--- config.mk ---
export PLATFORM = sky130hd
export DESIGN_NAME = dma_copy_engine_flat
export DESIGN_NICKNAME = d
export VERILOG_FILES = /design/src/rtl/dma_pkg.sv /design/src/rtl/dma_copy_engine_if.sv /design/src/rtl/dma_range_check.sv /design/src/rtl/dma_copy_engine.sv /design/src/flat_wrapper.sv
export SDC_FILE = /design/constraint.sdc
export NUM_CORES = 1
export LEC_CHECK = 0
export BUFFER_PORTS_ARGS = -buffer_cell sky130_fd_sc_hd__buf_2
export CORE_MARGIN = 2
export CORE_UTILIZATION = 40
export CTS_CLUSTER_DIAMETER = 100
export CTS_CLUSTER_SIZE = 24
export DETAILED_ROUTE_END_ITERATION = 8
export PLACE_DENSITY = 0.62
export RECOVER_POWER = 25
export SLEW_MARGIN = 20
export SYNTH_ARGS = -nofsm -noshare
export SYNTH_HDL_FRONTEND = slang
export SYNTH_SLANG_ARGS = --single-unit
--- constraint.sdc ---
create_clock -name clk -period 5.1 [get_ports clk]
set_clock_uncertainty 0.2 [all_clocks]
set_input_delay 1.275 -clock clk [delete_from_list [all_inputs] [get_ports clk]]
set_output_delay 1.275 -clock clk [all_outputs]
set_load 0.005 [all_outputs]
--- src/rtl/dma_pkg.sv ---
// Shared types and constants for the DMA copy engine.
package dma_pkg;

    localparam int ADDR_W    = 8;
    localparam int DATA_W    = 32;
    localparam int MEM_DEPTH = 192;
    localparam int RSVD_ADDR = 191;

    typedef enum logic [2:0] {
        S_IDLE,
        S_CHECK,
        S_RD,
        S_RD_WAIT,
        S_WR,
        S_FIN
    } dma_state_t;

endpackage

--- src/rtl/dma_copy_engine_if.sv ---
// Control and memory bus of the DMA copy engine.
// Defining DMA_CHECKSUM_EN adds the running checksum output csum.
interface dma_copy_engine_if;
    import dma_pkg::*;

    logic              start;
    logic [ADDR_W-1:0] src_addr;
    logic [ADDR_W-1:0] dst_addr;
    logic [ADDR_W-1:0] len;
    logic              busy;
    logic              done;
    logic              err;
    logic              mem_wr;
    logic [ADDR_W-1:0] mem_addr;
    logic [DATA_W-1:0] mem_wdata;
    logic [DATA_W-1:0] mem_rdata;
    logic              mem_full;
`ifdef DMA_CHECKSUM_EN
    logic [DATA_W-1:0] csum;
`endif

    modport master (
        input  start, src_addr, dst_addr, len, mem_rdata, mem_full,
        output busy, done, err, mem_wr, mem_addr, mem_wdata
`ifdef DMA_CHECKSUM_EN
        , output csum
`endif
    );

    modport slave (
        output start, src_addr, dst_addr, len, mem_rdata, mem_full,
        input  busy, done, err, mem_wr, mem_addr, mem_wdata
`ifdef DMA_CHECKSUM_EN
        , input csum
`endif
    );

endinterface

--- src/rtl/dma_range_check.sv ---
// Combinational range check of a latched transfer; sums are one bit wider so they cannot wrap.
module dma_range_check
    import dma_pkg::*;
(
    input  logic [ADDR_W-1:0] src,
    input  logic [ADDR_W-1:0] dst,
    input  logic [ADDR_W-1:0] len,
    output logic              ok,
    output logic              zero_len,
    output logic              violation
);

    logic [ADDR_W:0] src_end;
    logic [ADDR_W:0] dst_end;

    assign src_end  = {1'b0, src} + {1'b0, len};
    assign dst_end  = {1'b0, dst} + {1'b0, len};
    assign zero_len = (len == '0);

    // The destination limit stops one word short so the reserved status word is never written.
    assign violation = !zero_len &&
                       ((src_end > (ADDR_W+1)'(MEM_DEPTH)) ||
                        (dst_end > (ADDR_W+1)'(RSVD_ADDR)));
    assign ok        = !zero_len && !violation;

endmodule

--- src/rtl/dma_copy_engine.sv ---
// Single-channel memory-to-memory DMA copy engine (read-then-write per word).
// Optional feature macro: DMA_CHECKSUM_EN adds csum, the modular sum of words written.
module dma_copy_engine
    import dma_pkg::*;
(
    input  logic               clk,
    input  logic               rst_n,
    dma_copy_engine_if.master  bus
);

    dma_state_t        state;
    dma_state_t        state_next;
    logic [ADDR_W-1:0] cur_src;
    logic [ADDR_W-1:0] cur_dst;
    logic [ADDR_W-1:0] remaining;
    logic [DATA_W-1:0] buffer;
    logic              err_q;
    logic              range_ok;
    logic              zero_len;
    logic              violation;
    logic              write_fire;
    logic              accept;

    assign accept = (state == S_IDLE) && bus.start;

    dma_range_check u_range_check (
        .src       (cur_src),
        .dst       (cur_dst),
        .len       (remaining),
        .ok        (range_ok),
        .zero_len  (zero_len),
        .violation (violation)
    );

    always_ff @(posedge clk or negedge rst_n) begin
        if (!rst_n) begin
            state <= S_IDLE;
        end else begin
            state <= state_next;
        end
    end

    always_ff @(posedge clk or negedge rst_n) begin
        if (!rst_n) begin
            cur_src   <= '0;
            cur_dst   <= '0;
            remaining <= '0;
            buffer    <= '0;
            err_q     <= 1'b0;
        end else begin
            // err is registered so it lands in the cycle after CHECK, back in IDLE.
            err_q <= (state == S_CHECK) && violation;
            if (accept) begin
                cur_src   <= bus.src_addr;
                cur_dst   <= bus.dst_addr;
                remaining <= bus.len;
            end
            if (state == S_RD_WAIT) begin
                buffer <= bus.mem_rdata;
            end
            if (write_fire) begin
                cur_src   <= cur_src + 1'b1;
                cur_dst   <= cur_dst + 1'b1;
                remaining <= remaining - 1'b1;
            end
        end
    end

    always_comb begin
        state_next   = state;
        bus.busy     = 1'b0;
        bus.done     = 1'b0;
        bus.mem_wr   = 1'b0;
        bus.mem_addr = '0;
        write_fire   = 1'b0;
        case (state)
            S_IDLE: begin
                if (bus.start) begin
                    state_next = S_CHECK;
                end
            end
            S_CHECK: begin
                bus.busy = 1'b1;
                if (zero_len) begin
                    state_next = S_FIN;
                end else if (range_ok) begin
                    state_next = S_RD;
                end else begin
                    state_next = S_IDLE;
                end
            end
            S_RD: begin
                bus.busy     = 1'b1;
                bus.mem_addr = cur_src;
                state_next   = S_RD_WAIT;
            end
            S_RD_WAIT: begin
                bus.busy   = 1'b1;
                state_next = S_WR;
            end
            S_WR: begin
                bus.busy     = 1'b1;
                bus.mem_addr = cur_dst;
                // A full memory holds the write off without losing the buffered word.
                if (!bus.mem_full) begin
                    bus.mem_wr = 1'b1;
                    write_fire = 1'b1;
                    state_next = (remaining == ADDR_W'(1)) ? S_FIN : S_RD;
                end
            end
            S_FIN: begin
                bus.done   = 1'b1;
                state_next = S_IDLE;
            end
            default: begin
                state_next = S_IDLE;
            end
        endcase
    end

    assign bus.err       = err_q;
    assign bus.mem_wdata = buffer;

`ifdef DMA_CHECKSUM_EN
    logic [DATA_W-1:0] csum_q;

    always_ff @(posedge clk or negedge rst_n) begin
        if (!rst_n) begin
            csum_q <= '0;
        end else if (accept) begin
            csum_q <= '0;
        end else if (write_fire) begin
            csum_q <= csum_q + buffer;
        end
    end

    assign bus.csum = csum_q;
`endif

endmodule

--- src/flat_wrapper.sv ---
// flat-port wrapper written by rule: the top's interface ports become plain ports
module dma_copy_engine_flat import dma_pkg::*;
  (clk, rst_n, bus_start, bus_src_addr, bus_dst_addr, bus_len, bus_mem_rdata, bus_mem_full, bus_busy, bus_done, bus_err, bus_mem_wr, bus_mem_addr, bus_mem_wdata);
  dma_copy_engine_if bus_i ();
  input  logic clk;
  input  logic rst_n;
  input wire logic [$bits(bus_i.start)-1:0] bus_start;
  input wire logic [$bits(bus_i.src_addr)-1:0] bus_src_addr;
  input wire logic [$bits(bus_i.dst_addr)-1:0] bus_dst_addr;
  input wire logic [$bits(bus_i.len)-1:0] bus_len;
  input wire logic [$bits(bus_i.mem_rdata)-1:0] bus_mem_rdata;
  input wire logic [$bits(bus_i.mem_full)-1:0] bus_mem_full;
  output wire logic [$bits(bus_i.busy)-1:0] bus_busy;
  output wire logic [$bits(bus_i.done)-1:0] bus_done;
  output wire logic [$bits(bus_i.err)-1:0] bus_err;
  output wire logic [$bits(bus_i.mem_wr)-1:0] bus_mem_wr;
  output wire logic [$bits(bus_i.mem_addr)-1:0] bus_mem_addr;
  output wire logic [$bits(bus_i.mem_wdata)-1:0] bus_mem_wdata;
  assign bus_i.start = bus_start;
  assign bus_i.src_addr = bus_src_addr;
  assign bus_i.dst_addr = bus_dst_addr;
  assign bus_i.len = bus_len;
  assign bus_i.mem_rdata = bus_mem_rdata;
  assign bus_i.mem_full = bus_mem_full;
  assign bus_busy = bus_i.busy;
  assign bus_done = bus_i.done;
  assign bus_err = bus_i.err;
  assign bus_mem_wr = bus_i.mem_wr;
  assign bus_mem_addr = bus_i.mem_addr;
  assign bus_mem_wdata = bus_i.mem_wdata;
  dma_copy_engine u_core (.clk(clk), .rst_n(rst_n), .bus(bus_i));
endmodule
== Word-level counts from Yosys, hierarchy flattened ==
Cells that the tools add are included.

* Bits in registers: 60
* Input port bits: 60
* Output and inout bits: 44

* Add/subtract/negate cells: 5
* Order comparisons: 2
* Equal/unequal tests: 8
* Mux-type cells: 17
* Reductions and logical operators: 12

{| class="wikitable"
|+ Operators by type and width
! cell !! number
|-
| $mux 8 || 6
|-
| $add 8x8->9 || 2
|-
| $gt 9x8->1 const B || 2
|-
| $add 8x1->8 const B || 2
|-
| $pmux 8 s2 || 1
|-
| $pmux 3 s5 || 1
|-
| $mux 3 || 4
|-
| $eq 8x1->1 const B || 1
|-
| $logic_not 8->1 || 1
|-
| $sub 8x1->8 const B || 1
|-
| $eq 3x2->1 const B || 2
|-
| $eq 3x3->1 const B || 2
|-
| $logic_and 1x1->1 || 4
|-
| $mux 1 || 4
|-
| $ne 2x2->1 const B || 2
|-
| $reduce_or 4->1 || 1
|-
| $eq 3x1->1 const B || 1
|-
| $logic_not 3->1 || 1
|-
| $logic_not 1->1 || 2
|-
| $mux 2 || 1
|-
| $reduce_and 2->1 || 1
|-
| $reduce_bool 2->1 || 1
|-
| $logic_or 1x1->1 || 1
|}

== Depth between registers and ports, before layout ==
Gate-level depths: netlist of the first run.

* Depth in word-level cells: 9
* Depth in mapped cells: 9

== Modules after synthesis ==
A second synthesis of the first run with hierarchy kept.

* Cell total of the unflattened synthesis: 334
* Area total of the unflattened synthesis: 3,430.8 um^2

{| class="wikitable"
|+ By module, submodules not included
! module !! instances !! cells each !! area each (um^2)
|-
| dma_copy_engine || 1 || 262 || 2,836.5
|-
| dma_range_check || 1 || 72 || 594.3
|}

== Least setup slack after synthesis of the first run ==
No wires, ideal clock.

* Kind: input to output
* From: input port bus_mem_full
* To: output port bus_mem_wr
* Data arrival time: 1,888 ps
* Required time: 3,625 ps
* Path slack: 1,737 ps
* Stages on the path: 4
* Cell sequence: inv_1 nand3_1 inv_2 clkbuf_1

* Cells in the longest elaborated chain, start to end: 2

{| class="wikitable"
|+ Ends and longest elaborated chain
! element !! line !! text
|-
| start, declared || flat_wrapper.sv:12 || <nowiki>input wire logic [$bits(bus_i.mem_full)-1:0] bus_mem_full;</nowiki>
|-
| $mux 1 || dma_copy_engine.sv:105 || <nowiki>if (!bus.mem_full) begin</nowiki>
|-
| $mux 1 || dma_copy_engine.sv:76 || <nowiki>case (state)</nowiki>
|-
| end, declared || flat_wrapper.sv:16 || <nowiki>output wire logic [$bits(bus_i.mem_wr)-1:0] bus_mem_wr;</nowiki>
|}

Every way passes these cells.

==> results of run 1 <==
[kinds of logic (layout without fill, tap and decap cells)]
logic type,Yosys count,count (layout),share of synthesized area
AO/OA/AOI/OAI,94,94,0.1898
multiplexers,34,34,0.1097
buffers and inverters,29,139,0.03571
flip-flops,60,60,0.4329
AND/OR/NAND/NOR,99,99,0.1407
XOR/XNOR,3,3,0.007577
adder cells (fa/ha/maj),22,22,0.08369
[synth_stat cells (all sizes together), types with 2 or more instances]
master,count,share of area
a211oi,10,0.022
a21o,3,0.0065
a21oi,25,0.038
a221o,2,0.0058
a22oi,9,0.019
a311oi,5,0.013
a31oi,3,0.0054
and3,4,0.0072
and3b,2,0.0058
buf,7,0.012
clkbuf,6,0.0065
dfrtp,60,0.43
fa,2,0.012
ha,20,0.072
inv,16,0.017
mux2,32,0.10
mux2i,2,0.0058
nand2,18,0.019
nand3,12,0.017
nand4b,2,0.0051
nor2,42,0.046
nor2b,2,0.0036
nor3,7,0.010
nor4,2,0.0054
o211ai,4,0.010
o21ai,11,0.016
o22ai,5,0.0090
o31ai,4,0.0087
o32ai,3,0.0076
xnor2,2,0.0051
[power by group through the flow]
stage	Sequential (mW)	Combinational (mW)	Clock [mW]
2_1_floorplan	0.910	1.00	0
3_3_place_gp	0.987	1.37	0
3_5_place_dp	0.997	1.40	0
4_1_cts	0.990	1.41	0.591
5_1_grt	1.03	1.57	0.615
6_report	0.992	1.40	0.580
[final timing paths]
path                                       endpoint  slack [ns]  cells after the start
setup reg to reg                u_core.remaining[7]        2.26                      7
max in group clk                         bus_mem_wr        1.40                      5
hold reg to reg            u_core.bus.mem_wdata[12]        0.29                      1
setup / recovery            u_core.bus.mem_wdata[8]        1.32                      2
hold / removal             u_core.bus.mem_wdata[12]        0.29                      1
min in group asynchronous           u_core.state[2]        1.20                      1
[layout make-up]
| cell class | count | share of cell area |
|---|---|---|
| clock buffer | 10 | 0.03165 |
| clock inverter | 6 | 0.03079 |
| inverter | 16 | 0.01381 |
| multi-input combinational | 252 | 0.4239 |
| sequential | 60 | 0.3453 |
| tap | 105 | 0.03022 |
| timing repair buffer | 107 | 0.1243 |
[layer usage]
layer,vias up,part of all wire,track usage
met2,122,0.47,0.3248
met3,6,0.080,0.05971
met4,0,0.011,0.04659
met5,-,0,0
met1,1477,0.43,0.2775
li1,1482,-,-
[state kept, by name (all words and copies together), names as in the netlist]
name / count
u_core.bus.mem_wdata: 32
u_core.cur_dst: 8
u_core.cur_src: 8
u_core.remaining: 8
u_core.state: 3
u_core.bus.err: 1
[metrics by stage]
step	hold WS, ns	utilization	power, mW	area, um^2	setup slack, ns
2_1_floorplan	0.2881	-	1.915	3468	1.737
3_3_place_gp	0.2685	0.4918	2.361	4081	1.452
3_5_place_dp	0.2828	0.4918	2.396	4081	1.407
4_1_cts	0.2990	0.5245	2.989	4353	1.401
5_1_grt	0.3078	0.5239	3.222	4348	0.6466
6_report	0.2878	0.5239	2.969	4348	1.317
==> summary.log, run 1 <==
[status] outcome complete, but fails checks
[status] violated checks capacitance limit, slew limit
[worst_setup_path] startpoint of the worst register-to-register path u_core.state[0]
[drt] vias per inst 5.552
[drt] total wire length after detailed routing 9360 um
[cells_and_area] fraction of final layout cells sized beyond drive strength 1 0.3636
[floorplan] Ports 104
[yosys] part of the Yosys area used for sequential elements 0.4329
[yosys] total of warnings raised by yosys 0
[global_routing] Global Route Usage Sum 0.2042
[drt] number of violations reported at the end of detailed-routing iteration 0 195
[drt] number of design rule violations left after detail routing 0
[floorplan] overall die area 0.009431 mm^2
[global_routing] initial antenna violation count 0
[yosys] Mapped Cells 341
[cells_and_area] FF/Latch Area 0.001501 mm^2
[drt] detailed-route wire length per cell 16.83 um
[worst_setup_path] count of buffer and inverter cells on the critical path 2
[drt] iteration count of the initial detailed-routing pass 4
[timing] final worst-path cycle share 0.7419
[clocking] count of clock tree sinks 60
[worst_setup_path] series of cell instances along the critical path clkbuf_1 > clkbuf_1
[global_routing] maximum number of pins on one net before global-route repair 33
[place] placed cells 540
[clocking] Resized Gates After CTS 0
[worst_setup_path] kind of capture point of the worst setup path async pin
[cells_and_area] Area Growth Syn to Fin 25.36%
[place] # port buffers 103
[clocking] quantity of hold-fixing buffers added after cts 0
[timing] worst slew margin relative to its limit -0.1846
[cells_and_area] Post-layout nets 528
[cells_and_area] area used by multi-input combinational logic 0.001843 mm^2
[power_and_ir_drop] pwr dens 682.8 mW/mm^2
[worst_setup_path] Top Family by Delay on Critical Path buffers and inverters
[floorplan] row count 33
[cells_and_area] most frequent cells in the layout sky130_fd_sc_hd__buf_2 (102), sky130_fd_sc_hd__dfrtp_1 (60), sky130_fd_sc_hd__nor2_1 (41)
[floorplan] Vert. Die Dim 97.12 um
[power_and_ir_drop] fraction of power consumed by sequential logic 0.334
[yosys] number of synthesized flops with an enable pin 0
[power_and_ir_drop] clock network fraction of total power 0.196
[timing] final number of max-transition violations 63
[floorplan] area inside the core boundary 0.008299 mm^2
[timing] setup repair after global routing missed its margin no
[worst_setup_path] critical path data required time 5.07 ns
[floorplan] initial standard-cell utilization of the core 0.4179
[timing] final count of hold timing violations 0
[place] placed wire-length estimate after detailed placement 6815 um
[worst_setup_path] maximum fanout encountered on the critical timing path 31
[clocking] total number of H-tree levels 3
[timing] pin slew with the least headroom to its limit 1.777 ns
[cells_and_area] count of inserted antenna diode cells 0
[power_and_ir_drop] leakage power total 2.040 nW
[global_routing] wire length of the first global-routing pass 15410 um
[clocking] clock-pin slew on the worst setup and hold paths 0.07 ns
[clocking] clk_lat worst skew 0.34 ns
[yosys] Top FF cell, synth sky130_fd_sc_hd__dfrtp_1
[worst_setup_path] crit-path max cell delay 1.25 ns
[min_path] start point of the worst hold path u_core.bus.mem_wdata[12]
[worst_setup_path] Worst path most repeated cell sky130_fd_sc_hd__clkbuf_1
[timing] total negative slack for setup checks 0 ns
[cells_and_area] Post-Layout Cell Count 556
[power_and_ir_drop] switching part of the total 0.4026
[timing] maximum achievable frequency 0.2643 GHz
[drt] post-detailed-route count of antenna-violating nets 0
[yosys] cell area after synthesis 0.003468 mm^2
[power_and_ir_drop] combinational share of power 0.470
[clocking] buffer levels on the longest clock path 2
[worst_setup_path] startpoint types input pin
[job] max-capacitance violation count 2
[place] final weighted congestion in routability-driven placement 0.7959
[clocking] number of clock buffers inserted by TritonCTS 9
[yosys] number of different library cells in the post-synthesis netlist 57
[power_and_ir_drop] Internal Power 1.774 mW
[floorplan] die width 97.12 um
[yosys] Mean Syn Cell Area 10.17 um^2
[min_path] hold crit path type reg2reg
[worst_setup_path] Worst EP arrival 3.76 ns
[yosys] net count after synthesis 423
[global_routing] total grt overflow 0
[worst_setup_path] source of the critical timing path rst_n
[clocking] CTS root buffer sky130_fd_sc_hd__clkbuf_8
[yosys] share of async-settable or async-resettable flops after synthesis 1.000
[cells_and_area] Layout fillers 778
[drt] vias post-DR 3087
[worst_setup_path] Crit Path Category in2async
[global_routing] number of global-route vias before repair 3089
[timing] Finish-stage setup viols 0
[worst_setup_path] slowest cell on the critical path sky130_fd_sc_hd__clkbuf_1
[power_and_ir_drop] switching pwr 1.195 mW
[yosys] register bit total from synthesis 60
[power_and_ir_drop] IR Drop Worst-Case VDD 0.0003099 V
[timing] final critical path time including I/O delays and setup 3.783 ns
[cells_and_area] most frequent standard cell in the layout excluding fill and tap cells sky130_fd_sc_hd__buf_2
[clocking] CTS tree built
[clocking] # Post-CTS Setup Buffers 0
No activity file was read; power rests on OpenSTA's default activity.
==> inputs of run 2 (changes only) <==
--- a/config.mk
+++ b/config.mk
@@ -11,7 +11,7 @@
 export CTS_CLUSTER_DIAMETER = 100
 export CTS_CLUSTER_SIZE = 24
 export DETAILED_ROUTE_END_ITERATION = 8
-export PLACE_DENSITY = 0.62
+export PLACE_DENSITY = 0.64
 export RECOVER_POWER = 25
 export SLEW_MARGIN = 20
 export SYNTH_ARGS = -nofsm -noshare
==> constraint.sdc (replaced) <==
create_clock -name clk -period 3.1 [get_ports clk]
set_clock_uncertainty 0.2 [all_clocks]
set_input_delay 0.775 -clock clk [delete_from_list [all_inputs] [get_ports clk]]
set_output_delay 0.775 -clock clk [all_outputs]
set_load 0.005 [all_outputs]
==> run 2 against run 1 <==
Compared with the run above:
- setup slack worse by 0.92 ns
- non-clock buffer count up 7
- final area unchanged
- sequential share of layout area unchanged
- the run still ends with capacitance limit, slew limit left
- combinational power up 71%
==> summary.log, run 2 (synthesized netlist as in run 1, its figures left out) <==
[timing] pin slew with the least headroom to its limit 1.738 ns [was 1.777 ns]
[worst_setup_path] Top Family by Delay on Critical Path flip-flops [was buffers and inverters]
[cells_and_area] Post-layout nets 535 [was 528]
[timing] final count of hold timing violations 0 [unchanged]
[clocking] clk_lat worst skew 0.35 ns [was 0.34 ns]
[drt] iteration count of the initial detailed-routing pass 4 [unchanged]
[timing] final critical path time including I/O delays and setup 2.702 ns
[power_and_ir_drop] pwr dens 1099 mW/mm^2 [was 682.8 mW/mm^2]
[worst_setup_path] count of buffer and inverter cells on the critical path 2 [unchanged]
[power_and_ir_drop] power after layout 4.780 mW [was 2.969 mW]
[floorplan] row count 33 [unchanged]
[drt] number of design rule violations left after detail routing 0 [unchanged]
[place] # port buffers 103 [unchanged]
[drt] vias per inst 5.666 [was 5.552]
[worst_setup_path] Worst R2R Path Depth 8 [was 7]
[timing] final worst-path cycle share 0.8718
[status] outcome complete, but fails checks [unchanged]
[clocking] CTS tree built [unchanged]
[timing] worst slew margin relative to its limit -0.1587 [was -0.1846]
[global_routing] total grt overflow 0 [unchanged]
[floorplan] initial standard-cell utilization of the core 0.4179 [unchanged]
[worst_setup_path] startpoint types register [was input pin]
[worst_setup_path] endpoint of the lowest-slack register-to-register path u_core.state[1] [was u_core.remaining[7]]
[drt] post-detailed-route count of antenna-violating nets 0 [unchanged]
[clocking] # Post-CTS Setup Buffers 0 [unchanged]
[cells_and_area] max FFs per register 32 [unchanged]
[floorplan] area inside the core boundary 0.008299 mm^2 [unchanged]
[power_and_ir_drop] combinational share of power 0.503 [was 0.470]
[clocking] CTS root buffer sky130_fd_sc_hd__clkbuf_8 [unchanged]
[drt] total wire length after detailed routing 9543 um [was 9360 um]
[global_routing] maximum number of pins on one net before global-route repair 34 [was 33]
[power_and_ir_drop] switching pwr 2.007 mW [was 1.195 mW]
[worst_setup_path] critical path data required time 2.12 ns [was 5.07 ns]
[drt] vias post-DR 3190 [was 3087]
[cells_and_area] fraction of final layout cells sized beyond drive strength 1 0.3712 [was 0.3636]
[worst_setup_path] crit-path max cell delay 0.55 ns [was 1.25 ns]
[status] violated checks capacitance limit, slew limit [unchanged]
[floorplan] Ports 104 [unchanged]
[power_and_ir_drop] switching part of the total 0.4198 [was 0.4026]
[place] final weighted congestion in routability-driven placement 0.9009 [was 0.7959]
[floorplan] Vert. Die Dim 97.12 um [unchanged]
[min_path] hold crit path type in2async [was reg2reg]
[clocking] total number of H-tree levels 3 [unchanged]
[cells_and_area] most frequent standard cell in the layout excluding fill and tap cells sky130_fd_sc_hd__buf_2 [unchanged]
[worst_setup_path] kind of capture point of the worst setup path output pin [was async pin]
[drt] detailed-route wire length per cell 16.95 um [was 16.83 um]
[clocking] buffer levels on the longest clock path 2 [unchanged]
[timing] final number of max-transition violations 34 [was 63]
[drt] number of violations reported at the end of detailed-routing iteration 0 234 [was 195]
[worst_setup_path] maximum fanout encountered on the critical timing path 12 [was 31]
[timing] setup repair after global routing missed its margin no [unchanged]
[worst_setup_path] setup slack of the worst register-to-register path 0.60 ns [was 2.26 ns]
[worst_setup_path] slowest cell on the critical path sky130_fd_sc_hd__dfrtp_1 [was sky130_fd_sc_hd__clkbuf_1]
[global_routing] Global Route Usage Sum 0.2068 [was 0.2042]
[timing] Finish-stage setup viols 0 [unchanged]
[cells_and_area] Area Growth Syn to Fin 25.36% [unchanged]
[timing] total negative slack for setup checks 0 ns [unchanged]
[clocking] count of clock tree sinks 60 [unchanged]
[power_and_ir_drop] fraction of power consumed by sequential logic 0.331 [was 0.334]
[global_routing] number of global-route vias before repair 3093 [was 3089]
[power_and_ir_drop] clock network fraction of total power 0.165 [was 0.196]
[floorplan] die width 97.12 um [unchanged]
[global_routing] wire length of the first global-routing pass 15600 um [was 15410 um]
[cells_and_area] count of inserted antenna diode cells 0 [unchanged]
[clocking] number of clock buffers inserted by TritonCTS 9 [unchanged]
[clocking] Resized Gates After CTS 0 [unchanged]
[power_and_ir_drop] IR Drop Worst-Case VDD 0.0004893 V [was 0.0003099 V]
[worst_setup_path] startpoint of the worst register-to-register path u_core.remaining[0] [was u_core.state[0]]
[timing] maximum achievable frequency 0.3700 GHz
[worst_setup_path] series of cell instances along the critical path nor2b_1 > buf_4 > a22oi_1 > nor2_1 > buf_2 [was clkbuf_1 > clkbuf_1]
[clocking] clock-pin slew on the worst setup and hold paths 0.07 ns [about the same]
[worst_setup_path] Crit Path Category reg2out [was in2async]
[power_and_ir_drop] leakage power total 2.043 nW [was 2.040 nW]
[global_routing] initial antenna violation count 0 [unchanged]
[power_and_ir_drop] Internal Power 2.774 mW [was 1.774 mW]
[place] placed wire-length estimate after detailed placement 7101 um [was 6815 um]
[floorplan] overall die area 0.009431 mm^2 [unchanged]
[job] max-capacitance violation count 1 [was 2]
[worst_setup_path] Worst EP arrival 1.73 ns [was 3.76 ns]
[cells_and_area] most frequent cells in the layout sky130_fd_sc_hd__buf_2 (102), sky130_fd_sc_hd__dfrtp_1 (60), sky130_fd_sc_hd__nor2_1 (41) [unchanged]
[clocking] quantity of hold-fixing buffers added after cts 0 [unchanged]
run 2: how the worst max path moves through the flow:
stage                                   start              end  cells past startpoint
after floorplan                  bus_mem_full       bus_mem_wr                      4
final                         u_core.state[2]  bus_mem_addr[6]                      5
after detailed placement  u_core.remaining[0]  u_core.state[1]                      8
after global placement           bus_mem_full       bus_mem_wr                      5
after global routing          u_core.state[2]  bus_mem_addr[6]                      5
after CTS                     u_core.state[2]  bus_mem_addr[6]                      5
run 2: final cells by class:
cell class | count | area, um^2
Tap cell | 105 | 131.4
Sequential cell | 60 | 1501
Fill cell | 781 | 3951
Timing Repair Buffer | 114 | 589.3
Clock buffer | 9 | 123.9
Multi-Input combinational cell | 252 | 1843
Clock inverter | 7 | 98.84
Inverter | 16 | 60.06
run 2: layer usage:
metal / vias up / GRT usage / share of wire
li1: 1499 / - / -
met1: 1536 / 0.2636 / 0.43
met2: 145 / 0.3429 / 0.48
met3: 10 / 0.05683 / 0.082
met4: 0 / 0.06392 / 0.013
met5: - / 0 / 0
run 2: power by group through the flow:
stage | clock (mW) | combinational (mW) | sequential, mW
final | 0.791 | 2.40 | 1.58
after global routing | 0.849 | 2.70 | 1.64
after CTS | 0.813 | 2.43 | 1.57
after detailed placement | 0 | 2.41 | 1.58
after global placement | 0 | 2.36 | 1.57
after floorplan | 0 | 1.65 | 1.50
run 2: metrics by stage:
step	hold slack, ns	util	cell area (um^2)	std cells	setup slack (ns)
2_1_floorplan	0.2794	-	3468	341	0.7371
5_1_grt	0.06035	0.5239	4348	563	0.2696
3_3_place_gp	0.2677	0.4981	4134	547	0.6187
6_report	0.05959	0.5239	4348	563	0.3975
4_1_cts	0.01422	0.5250	4357	563	0.4027
3_5_place_dp	0.2844	0.4981	4134	547	0.5947
==> inputs of run 3 (changes only) <==
--- a/config.mk
+++ b/config.mk
@@ -16,4 +16,5 @@
 export SLEW_MARGIN = 20
 export SYNTH_ARGS = -nofsm -noshare
 export SYNTH_HDL_FRONTEND = slang
+export SYNTH_HIERARCHICAL = 1
 export SYNTH_SLANG_ARGS = --single-unit
==> run 3 against run 2 <==
Compared with the run above:
- the flow still finishes with violations (capacitance limit, slew limit)
- count of clock-buffer cells in the layout unchanged
- routed wire length decreased by 6.5%
- non-clock buffer count decreased by 3
==> summary.log, run 3 <==
[floorplan] initial standard-cell utilization of the core 0.4155 [was 0.4179]
[cells_and_area] most frequent standard cell in the layout excluding fill and tap cells sky130_fd_sc_hd__buf_2 [unchanged]
[global_routing] Global Route Usage Sum 0.1966 [was 0.2068]
[clocking] buffer levels on the longest clock path 2 [unchanged]
[yosys] cells taking the most area after synthesis sky130_fd_sc_hd__dfrtp_1 (44%), sky130_fd_sc_hd__mux2_2 (11%), sky130_fd_sc_hd__ha_1 (7.3%), sky130_fd_sc_hd__nor2_1 (3.6%), sky130_fd_sc_hd__nand2_1 (2.6%) [was sky130_fd_sc_hd__dfrtp_1 (43%), sky130_fd_sc_hd__mux2_2 (9.7%), sky130_fd_sc_hd__ha_1 (7.2%), sky130_fd_sc_hd__nor2_1 (4.4%), sky130_fd_sc_hd__a21oi_1 (3.3%)]
[floorplan] Ports 104 [unchanged]
[worst_setup_path] Crit Path Category reg2out [unchanged]
[place] placed wire-length estimate after detailed placement 6737 um [was 7101 um]
[timing] Post-Route Hold Slack 0.1855 ns [was 0.05959 ns]
[clocking] quantity of hold-fixing buffers added after cts 0 [unchanged]
[drt] total wire length after detailed routing 8925 um [was 9543 um]
[worst_setup_path] kind of capture point of the worst setup path output pin [unchanged]
[worst_setup_path] maximum fanout encountered on the critical timing path 11 [was 12]
[drt] number of violations reported at the end of detailed-routing iteration 0 141 [was 234]
[timing] final number of max-transition violations 29 [was 34]
[worst_setup_path] Worst EP arrival 1.95 ns [was 1.73 ns]
[clocking] Resized Gates After CTS 0 [unchanged]
[place] Placement Setup Slack 0.4444 ns [was 0.5947 ns]
[cells_and_area] Post-Layout Cell Count 549 [was 563]
[timing] pin slew with the least headroom to its limit 1.607 ns [was 1.738 ns]
[yosys] most frequent cells after synthesis sky130_fd_sc_hd__dfrtp_1 (60), sky130_fd_sc_hd__nor2_1 (33), sky130_fd_sc_hd__mux2_2 (32) [was sky130_fd_sc_hd__dfrtp_1 (60), sky130_fd_sc_hd__nor2_1 (41), sky130_fd_sc_hd__mux2_2 (30)]
[clocking] CTS root buffer sky130_fd_sc_hd__clkbuf_8 [unchanged]
[yosys] Mean Syn Cell Area 10.27 um^2 [was 10.17 um^2]
[place] placed cells 533 [was 547]
[clocking] clk_lat worst skew 0.34 ns [was 0.35 ns]
[status] outcome complete, but fails checks [unchanged]
[place] cell area reported after detailed placement 0.004063 mm^2 [was 0.004134 mm^2]
[yosys] top-area cell type share of the netlist area 0.4376 [was 0.4329]
[yosys] largest family of logic cells by synthesized area compound AO/OA/AOI/OAI gates [unchanged]
[timing] worst slew margin relative to its limit -0.07156 [was -0.1587]
[yosys] part of the Yosys area used for sequential elements 0.4376 [was 0.4329]
[place] # port buffers 103 [unchanged]
[timing] fin worst setup slack 0.1755 ns [was 0.3975 ns]
[drt] number of design rule violations left after detail routing 0 [unchanged]
[clocking] number of clock buffers inserted by TritonCTS 9 [unchanged]
[yosys] cell area after synthesis 0.003431 mm^2 [was 0.003468 mm^2]
[cells_and_area] Layout fillers 781 [unchanged]
[floorplan] die width 96.61 um [was 97.12 um]
[status] violated checks capacitance limit, slew limit [unchanged]
[cells_and_area] final core utilization 0.5150 [was 0.5239]
[timing] setup repair after global routing missed its margin no [unchanged]
[clocking] count of clock tree sinks 60 [unchanged]
[timing] final count of hold timing violations 0 [unchanged]
[clocking] # Post-CTS Setup Buffers 0 [unchanged]
[timing] maximum achievable frequency 0.3419 GHz [was 0.3700 GHz]
[yosys] share of async-settable or async-resettable flops after synthesis 1.000 [unchanged]
[place] final weighted congestion in routability-driven placement 0.8762 [was 0.9009]
[power_and_ir_drop] leakage power total 1.979 nW [was 2.043 nW]
[floorplan] overall die area 0.009333 mm^2 [was 0.009431 mm^2]
[yosys] register bit total from synthesis 60 [unchanged]
[floorplan] row count 33 [unchanged]
[yosys] most common cell in the synthesized netlist sky130_fd_sc_hd__dfrtp_1 [unchanged]
[floorplan] area inside the core boundary 0.008258 mm^2 [was 0.008299 mm^2]
[min_path] hold crit path type in2async [unchanged]
[power_and_ir_drop] pwr dens 1053 mW/mm^2 [was 1099 mW/mm^2]
[worst_setup_path] Worst R2R Path Depth 9 [was 8]
[worst_setup_path] source of the critical timing path u_core/state[1] [was u_core.state[2]]
[worst_setup_path] startpoint of the worst register-to-register path u_core/cur_src[0] [was u_core.remaining[0]]
[global_routing] number of global-route vias before repair 2985 [was 3093]
[yosys] number of different library cells in the post-synthesis netlist 57 [unchanged]
[drt] iteration count of the initial detailed-routing pass 4 [unchanged]
[worst_setup_path] critical path data required time 2.12 ns [about the same]
[drt] vias post-DR 3029 [was 3190]
[cells_and_area] Area Growth Syn to Fin 23.96% [was 25.36%]
[drt] detailed-route wire length per cell 16.26 um [was 16.95 um]
[cells_and_area] fraction of final layout cells sized beyond drive strength 1 0.3716 [was 0.3712]
[cells_and_area] design area 0.004253 mm^2 [was 0.004348 mm^2]
[yosys] Top FF cell, synth sky130_fd_sc_hd__dfrtp_1 [unchanged]
[timing] Finish-stage setup viols 0 [unchanged]
[cells_and_area] max FFs per register 32 [unchanged]
[yosys] synthesized-area fraction occupied by ao, oa, aoi and oai cells 0.1718 [was 0.1898]
[drt] vias per inst 5.517 [was 5.666]
[clocking] clock-pin slew on the worst setup and hold paths 0.07 ns [about the same]
[global_routing] total grt overflow 0 [unchanged]
[worst_setup_path] endpoint of the lowest-slack register-to-register path u_core/state[1] [was u_core.state[1]]
[cells_and_area] Post-layout nets 521 [was 535]
[power_and_ir_drop] IR Drop Worst-Case VDD 0.0003507 V [was 0.0004893 V]
[yosys] Mapped Cells 334 [was 341]
[global_routing] maximum number of pins on one net before global-route repair 33 [was 34]
[drt] post-detailed-route count of antenna-violating nets 0 [unchanged]
[yosys] arithmetic-cell share of the synthesized area counting full adders, half adders and majority gates 0.08461 [was 0.08369]
[floorplan] Vert. Die Dim 96.61 um [was 97.12 um]
[timing] final worst-path cycle share 0.9434 [was 0.8718]
[yosys] share of cell area taken by muxes after synthesis 0.1050 [was 0.1097]
[timing] final critical path time including I/O delays and setup 2.924 ns [was 2.702 ns]
[clocking] total number of H-tree levels 3 [unchanged]
[cells_and_area] most frequent cells in the layout sky130_fd_sc_hd__buf_2 (102), sky130_fd_sc_hd__dfrtp_1 (60), sky130_fd_sc_hd__nor2_1 (33) [was sky130_fd_sc_hd__buf_2 (102), sky130_fd_sc_hd__dfrtp_1 (60), sky130_fd_sc_hd__nor2_1 (41)]
[cells_and_area] count of inserted antenna diode cells 0 [unchanged]
[clocking] CTS tree built [unchanged]
[yosys] cell type with the largest total area after synthesis sky130_fd_sc_hd__dfrtp_1 [unchanged]
[worst_setup_path] setup slack of the worst register-to-register path 0.40 ns [was 0.60 ns]
[job] max-capacitance violation count 1 [unchanged]
[yosys] number of synthesized flops with an enable pin 0 [unchanged]
[timing] total negative slack for setup checks 0 ns [unchanged]
[global_routing] wire length of the first global-routing pass 15100 um [was 15600 um]
[global_routing] initial antenna violation count 0 [unchanged]
[power_and_ir_drop] power after layout 4.476 mW [was 4.780 mW]
[yosys] area fraction in and, or, nand and nor cells after synthesis 0.1492 [was 0.1407]
[worst_setup_path] startpoint types register [unchanged]
[yosys] fraction of synthesized cell area in xor and xnor cells 0.01276 [was 0.007576]
[worst_setup_path] crit path to bus_mem_addr[5] [was bus_mem_addr[6]]
[yosys] total of warnings raised by yosys 6 [was 0]
[yosys] net count after synthesis 416 [was 423]
## run 3: changes by cell type after synthesis, moves of 3 or more
cell / change
sky130_fd_sc_hd__nor2_1: -8
sky130_fd_sc_hd__o21ai_1: -4
sky130_fd_sc_hd__nand4_1: +3
sky130_fd_sc_hd__and3_1: -3
sky130_fd_sc_hd__a211oi_1: -6
sky130_fd_sc_hd__o31ai_1: -3
sky130_fd_sc_hd__o21ai_0: +3
sky130_fd_sc_hd__o211ai_1: +7
sky130_fd_sc_hd__a31oi_1: +3
sky130_fd_sc_hd__nand2_1: +6
sky130_fd_sc_hd__a21oi_1: -11
## run 3: layout make-up
cell class / instances / area, um^2 / share of cell area
Clock inverter: 7 / 75.07 / 0.01765
Clock buffer: 9 / 123.9 / 0.02913
Inverter: 14 / 52.55 / 0.01236
Timing Repair Buffer: 111 / 566.8 / 0.1333
Sequential cell: 60 / 1501 / 0.3530
Multi-Input combinational cell: 243 / 1802 / 0.4237
Tap cell: 105 / 131.4 / 0.03089
## run 3: cells by family after synthesis
group	Yosys count
adders and majority gates	22
buffers and inverters	31
xor gates and xnor gates	5
and+or+nand+nor	102
DFF	60
AOI/OAI and AO/OA	82
muxes	32
## run 3: critical path, cell delays in order, from the launching register on
cell and delay, ns:
sky130_fd_sc_hd__dfrtp_1 0.53, sky130_fd_sc_hd__nor2b_1 0.58, sky130_fd_sc_hd__a22oi_1 0.18, sky130_fd_sc_hd__nor2_1 0.18
sky130_fd_sc_hd__buf_2 0.15
## run 3: how the worst min path moves through the flow
stage | from | endpoint | slack [ns] | cells after the start
4_1_cts | rst_n | u_core/bus.mem_wdata[2] | 0.09 | 1
6_report | rst_n | u_core/bus.mem_wdata[2] | 0.19 | 1
2_1_floorplan | rst_n | u_core/bus.err | 0.28 | 0
3_3_place_gp | u_core/bus.mem_wdata[4] | u_core/bus.mem_wdata[4] | 0.28 | 1
3_5_place_dp | u_core/bus.mem_wdata[14] | u_core/bus.mem_wdata[14] | 0.29 | 1
5_1_grt | rst_n | u_core/bus.mem_wdata[2] | 0.22 | 1
## run 3: routing by layer
layer | global-route usage | up-vias | wire (um) | part of all wire
met5 | 0 | - | 0 | 0
met4 | 0.05742 | 0 | 99 | 0.011
met3 | 0.03757 | 13 | 782 | 0.088
met2 | 0.3093 | 145 | 3990 | 0.45
met1 | 0.2772 | 1420 | 4052 | 0.45
li1 | - | 1451 | - | -
## run 3: power by group
group          switching (mW)  leakage, nW  internal (mW)
registers               0.429        0.707           1.17
logic                    1.09         1.17           1.08
clock network           0.335        0.104          0.375
total                    1.86         1.98           2.62
